--- config.mk ---
export PLATFORM = sky130hd
export DESIGN_NAME = write_pointer
export DESIGN_NICKNAME = d
export VERILOG_FILES = /design/src/rtl/write_pointer.sv
export SDC_FILE = /design/constraint.sdc
export NUM_CORES = 1
export LEC_CHECK = 0
export CAP_MARGIN = 20
export CORE_MARGIN = 3
export CORE_UTILIZATION = 41
export DETAILED_ROUTE_END_ITERATION = 12
export GPL_ROUTABILITY_DRIVEN = 1
export GPL_TIMING_DRIVEN = 1
export PLACE_DENSITY = 0.66
export SLEW_MARGIN = 0
export SYNTH_ARGS = -nofsm -noshare
export SYNTH_HDL_FRONTEND = slang
export SYNTH_SLANG_ARGS = --single-unit
--- constraint.sdc ---
create_clock -name clk_i -period 6.37 [get_ports clk_i]
set_input_delay 1.911 -clock clk_i [delete_from_list [all_inputs] [get_ports clk_i]]
set_output_delay 1.911 -clock clk_i [all_outputs]
set_load 0.02 [all_outputs]
--- src/rtl/write_pointer.sv ---
// -----------------------------------------------------------------------------
// write_pointer
//   Write-side pointer and flag controller for a dual-clock FIFO. Everything
//   here runs on clk_i. Keeps the binary write address plus the Gray copy that
//   is exported to the read domain, synchronises the read domain's Gray
//   pointer, and derives full / almost-full / fill level / sticky overflow.
//
// Ports
//   clk_i          write-domain clock
//   rst_i          asynchronous reset, active low
//   rd_ptr_i       Gray read pointer from the read domain (async to clk_i)
//   inc_i          write request, one entry per cycle
//   clr_ovf_i      clears overflow_o (a same-cycle set takes priority)
//   ptr_o          registered Gray write pointer toward the read domain
//   addr_o         memory write address for the current cycle
//   wr_en_o        memory write enable (request accepted)
//   fifo_full_o    registered full flag
//   almost_full_o  level_o >= AF_THRESH
//   level_o        conservative fill count, 0 .. 2**ADDR_SIZE
//   overflow_o     sticky: a write was attempted while full
// -----------------------------------------------------------------------------
module write_pointer #(
  parameter int ADDR_SIZE   = 8,
  parameter int SYNC_STAGES = 2,
  parameter int AF_THRESH   = 2**ADDR_SIZE - 4
) (
  input  logic                 clk_i,
  input  logic                 rst_i,
  input  logic [ADDR_SIZE:0]   rd_ptr_i,
  input  logic                 inc_i,
  input  logic                 clr_ovf_i,
  output logic [ADDR_SIZE:0]   ptr_o,
  output logic [ADDR_SIZE-1:0] addr_o,
  output logic                 wr_en_o,
  output logic                 fifo_full_o,
  output logic                 almost_full_o,
  output logic [ADDR_SIZE:0]   level_o,
  output logic                 overflow_o
);

  localparam int PW = ADDR_SIZE + 1;
  localparam logic [PW-1:0] AF_T = PW'(AF_THRESH);

  // Gray -> binary: each binary bit is the XOR of all Gray bits above it.
  function automatic logic [PW-1:0] gray2bin(input logic [PW-1:0] g);
    logic [PW-1:0] b;
    b[PW-1] = g[PW-1];
    for (int i = PW - 2; i >= 0; i--) b[i] = b[i+1] ^ g[i];
    return b;
  endfunction

  // ---------------------------------------------------------------------------
  // Read-pointer synchroniser. Only rq_q[0] ever samples rd_ptr_i; the Gray
  // encoding guarantees at most one bit is in flight per read-side update.
  // ---------------------------------------------------------------------------
  logic [SYNC_STAGES-1:0][PW-1:0] rq_q;
  logic [PW-1:0]                  rq_s;

  always_ff @(posedge clk_i or negedge rst_i) begin
    if (!rst_i) begin
      rq_q <= '0;
    end else begin
      rq_q[0] <= rd_ptr_i;
      for (int k = 1; k < SYNC_STAGES; k++) rq_q[k] <= rq_q[k-1];
    end
  end

  assign rq_s = rq_q[SYNC_STAGES-1];

  // ---------------------------------------------------------------------------
  // Write pointer
  // ---------------------------------------------------------------------------
  logic [PW-1:0] bin_q, bin_d;
  logic [PW-1:0] gray_q, gray_d;
  logic          full_q, full_d;
  logic          ovf_q, ovf_d;
  logic [PW-1:0] full_match;

  assign wr_en_o = inc_i & ~full_q;

  assign bin_d  = bin_q + PW'(wr_en_o);
  assign gray_d = bin_d ^ (bin_d >> 1);

  // Full when the writer is exactly one lap ahead of the reader: in Gray form
  // that is the read pointer with its top two bits inverted. Comparing the
  // next-state pointer makes full rise on the edge that takes the last slot.
  assign full_match = {~rq_s[PW-1:PW-2], rq_s[PW-3:0]};
  assign full_d     = (gray_d == full_match);

  // Set beats clear; a rejected write leaves the pointers alone (wr_en_o=0).
  always_comb begin
    ovf_d = ovf_q;
    if (inc_i && full_q) ovf_d = 1'b1;
    else if (clr_ovf_i)  ovf_d = 1'b0;
  end

  always_ff @(posedge clk_i or negedge rst_i) begin
    if (!rst_i) begin
      bin_q  <= '0;
      gray_q <= '0;
      full_q <= 1'b0;
      ovf_q  <= 1'b0;
    end else begin
      bin_q  <= bin_d;
      gray_q <= gray_d;
      full_q <= full_d;
      ovf_q  <= ovf_d;
    end
  end

  // ---------------------------------------------------------------------------
  // Outputs. The synchronised read pointer lags the real one, so level_o can
  // only overstate occupancy, never understate it.
  // ---------------------------------------------------------------------------
  assign ptr_o         = gray_q;
  assign addr_o        = bin_q[ADDR_SIZE-1:0];
  assign fifo_full_o   = full_q;
  assign overflow_o    = ovf_q;
  assign level_o       = bin_q - gray2bin(rq_s);
  assign almost_full_o = (level_o >= AF_T);

endmodule

==> impl_metrics.env <==
export IMPL_critPathKind="flop to output pin"
export IMPL_cts_setup_buffers=0
export IMPL_cp_required_ps=4460
export IMPL_leakage_uw=0.001150
export IMPL_finalNetCount=255
export IMPL_drive_gt1_share_pct=6.494
export IMPL_areaGrowthSynthToFinish_pct=26.80
export IMPL_cts_resized=0
export IMPL_cp_max_fo=4
export IMPL_numClockSinks=37
export IMPL_dpl_cell_count=291
export IMPL_grtUsageTotal_pct=14.49
export IMPL_hpwlAfterDp_um=2983
export IMPL_avgSynthCellArea_um2=10.87
export IMPL_yosys_warnings=0
export IMPL_hold_class="flop to flop"
export IMPL_syn_inst=189
export IMPL_htree_levels=2
export IMPL_grt_pass1_wl_um=6748
export IMPL_die_y_um=76.79
export IMPL_maxUsedRoutingLayer="met4"
export IMPL_cts_root_buf="clkbuf_8"
export IMPL_p_seq_share_pct=26.4
export IMPL_start_util_pct=42.93
export IMPL_wl_met2_um=1880
export IMPL_port_buffers=42
export IMPL_diodes=0
export IMPL_final_setup_tns_ps=0
export IMPL_antenna_found_initial=0
export IMPL_yosysSeqAreaShare_pct=45.07
export IMPL_critPathLaunchType="flop"
export IMPL_drc_errors=0
export IMPL_place_congestion=0.7872
export IMPL_slew_viol_final=0
export IMPL_finalSetupViolCount=0
export IMPL_outcome="finished, final reports clean"
export IMPL_critPathCaptureType="output pin"
export IMPL_syn_nets=213
export IMPL_peakVddDrop_v=0.0002363
export IMPL_p_total_uw=1373
export IMPL_period_needed_ps=5951
export IMPL_fin_crit_sh_pct=93.42
export IMPL_relSlewSlack_pct=48.20
export IMPL_syn_area_um2=2054
export IMPL_p_int_uw=785.0
export IMPL_hold_depth=0
export IMPL_grt_max_degree=38
export IMPL_ys_types=46
export IMPL_place_area_um2=2514
export IMPL_worst_r2r_cell_count=9
export IMPL_switching_share_pct=42.81
export IMPL_path_clk_slew_ps=70
export IMPL_holdWs_ps=347.7
export IMPL_fin_cells=298
export IMPL_tightest_slew_ps=777.0
export IMPL_drtPass1Iterations=7
export IMPL_grt_overflow=0
export IMPL_power_frac_comb_pct=62.1
export IMPL_maxCapViolCount=0
export IMPL_wl_um=3892
export IMPL_hold_buffers=0
export IMPL_num_io_pins=43
export IMPL_clock_path_buffers=2
export IMPL_vias=1487
export IMPL_rsz0062_at_grt="false"
export IMPL_num_rows=25
export IMPL_cts_buffers=5
export IMPL_viasPerCell=4.990
export IMPL_pwr_share_clk_pct=11.5
export IMPL_wire_per_inst_um=13.06
export IMPL_layout_commonest_cell="clkdlybuf4s50_1"
export IMPL_drt_initial_drc_count=27
export IMPL_first_global_vias=1419
export IMPL_clock_skew_final_ps=5.775
export IMPL_final_design_area_no_fill_um2=2605
export IMPL_chipWidth_um=76.79
export IMPL_wl_met1_um=1819
export IMPL_ys_ff_latch=37
export IMPL_dr_wl_met3_um=128
export IMPL_power_density_nw_per_um2=527.0
export IMPL_final_cell_mix="clkdlybuf4s50_1, dfrtp_1, xor2_1, nor2_1, xnor2_1"
export IMPL_die_area_um2=5896
export IMPL_cp_arrival_ps=4040
export IMPL_insertion_delay_ps=280
export IMPL_ant_nets=0
export IMPL_core_area_um2=4786
export IMPL_tritoncts="built"
export IMPL_fmaxAchievable_mhz=168.0
export IMPL_p_sw_uw=587.7
export IMPL_finalHoldViolCount=0
-- per-stage QoR --
step                      setup slack [ps]  util, %
after detailed placement             372.9    52.52
after CTS                            61.39    54.33
after floorplan                      763.3        -
after global placement               488.6    52.52
final                                419.3    54.43
after global routing                 183.8    54.43
-- worst paths after layout --
path                                        from                endpoint  slack [ps]
min in group asynchronous                  rst_i      bin_q[8]$_DFF_PN0_        1710
hold reg to reg                rq_q[2]$_DFF_PN0_       rq_s[2]$_DFF_PN0_         350
hold / removal                 rq_q[2]$_DFF_PN0_       rq_s[2]$_DFF_PN0_         350
max in group asynchronous                  rst_i  overflow_o$_DFFE_PN0P_        4170
setup reg to reg           fifo_full_o$_DFF_PN0_   fifo_full_o$_DFF_PN0_        3410
setup / recovery               rq_s[8]$_DFF_PN0_              level_o[7]         420
-- routing by layer --
metal	vias up	global-route usage, %
met2	28	22.56
li1	736	-
met4	0	5.797
met1	719	19.31
met3	4	3.638
met5	-	0
-- area by class of cell --
class	instances	area, µm²
clock buffers	7	86.33
fillers	426	2181
inverters	10	37.54
multi-input cells	135	1051
flip-flops and latches	37	925.9
well taps	67	83.83
repair buffers	42	420.4
-- logic make-up after synthesis --
group / count (synthesis) / synth area share, %
simple gates: 48 / 12.12
compound gates: 39 / 12.79
flops: 37 / 45.07
xor+xnor: 35 / 18.21
buf+inv: 17 / 3.776
fa+ha+maj: 11 / 7.065
mux: 2 / 0.9745
-- power by group through the flow --
| stage | logic (µW) | registers, µW | clock network, µW |
|---|---|---|---|
| detailed placement | 858 | 367 | 0 |
| finish | 852 | 362 | 158 |
| CTS | 862 | 363 | 164 |
| floorplan | 539 | 379 | 0 |
| global route | 937 | 373 | 175 |
| global placement | 851 | 366 | 0 |
-- cell usage after synthesis, drive strengths merged --
master,instances,area (µm²)
or2,1,6.260
nor3b,1,7.510
nand2,8,30.03
mux2i,2,20.02
o31ai,1,7.510
inv,10,37.54
nor2,15,56.30
o211ai,1,7.510
a21boi,3,22.52
xor2,17,163.9
buf,4,28.78
nor3,3,15.01
a21oi,7,35.03
nor2b,3,18.77
xnor2,15,138.9
o221ai,1,8.760
a211oi,1,7.510
nand4,3,18.77
o31a,3,26.28
a31oi,1,6.260
o22a,1,8.760
nand3,2,15.01
clkbuf,3,11.26
and4b,1,10.01
nand2b,1,6.260
o2bb2ai,2,17.52
xor3,1,25.02
o21a,5,37.54
and2,4,25.02
dfrtp,37,925.9
and4,1,8.760
nor4,2,12.51
o21ai,10,50.05
ha,10,125.1
a21bo,1,10.01
o32ai,1,8.760
and3,3,18.77
fa,1,20.02
xnor3,2,46.29
a221oi,1,8.760
-- critical path, stage by stage, from the launching register on --
cell             delay, ps
dfrtp_1                450
xnor3_2                420
xor2_2                 220
xor3_2                 330
xor2_2                 180
xnor2_2                200
xnor2_1                150
ha_1                   200
nor2b_1                 70
o31a_1                 270
o31ai_1                300
a21oi_1                140
xor2_1                 190
clkdlybuf4s50_1        640
-- sequential cells by signal (all words and copies together), names as in the netlist --
| signal | count |
|---|---|
| fifo_full_o | 1 |
| ptr_o | 8 |
| rq_q | 9 |
| overflow_o | 1 |
| rq_s | 9 |
| bin_q | 9 |
(Power assumes the default switching activity.)
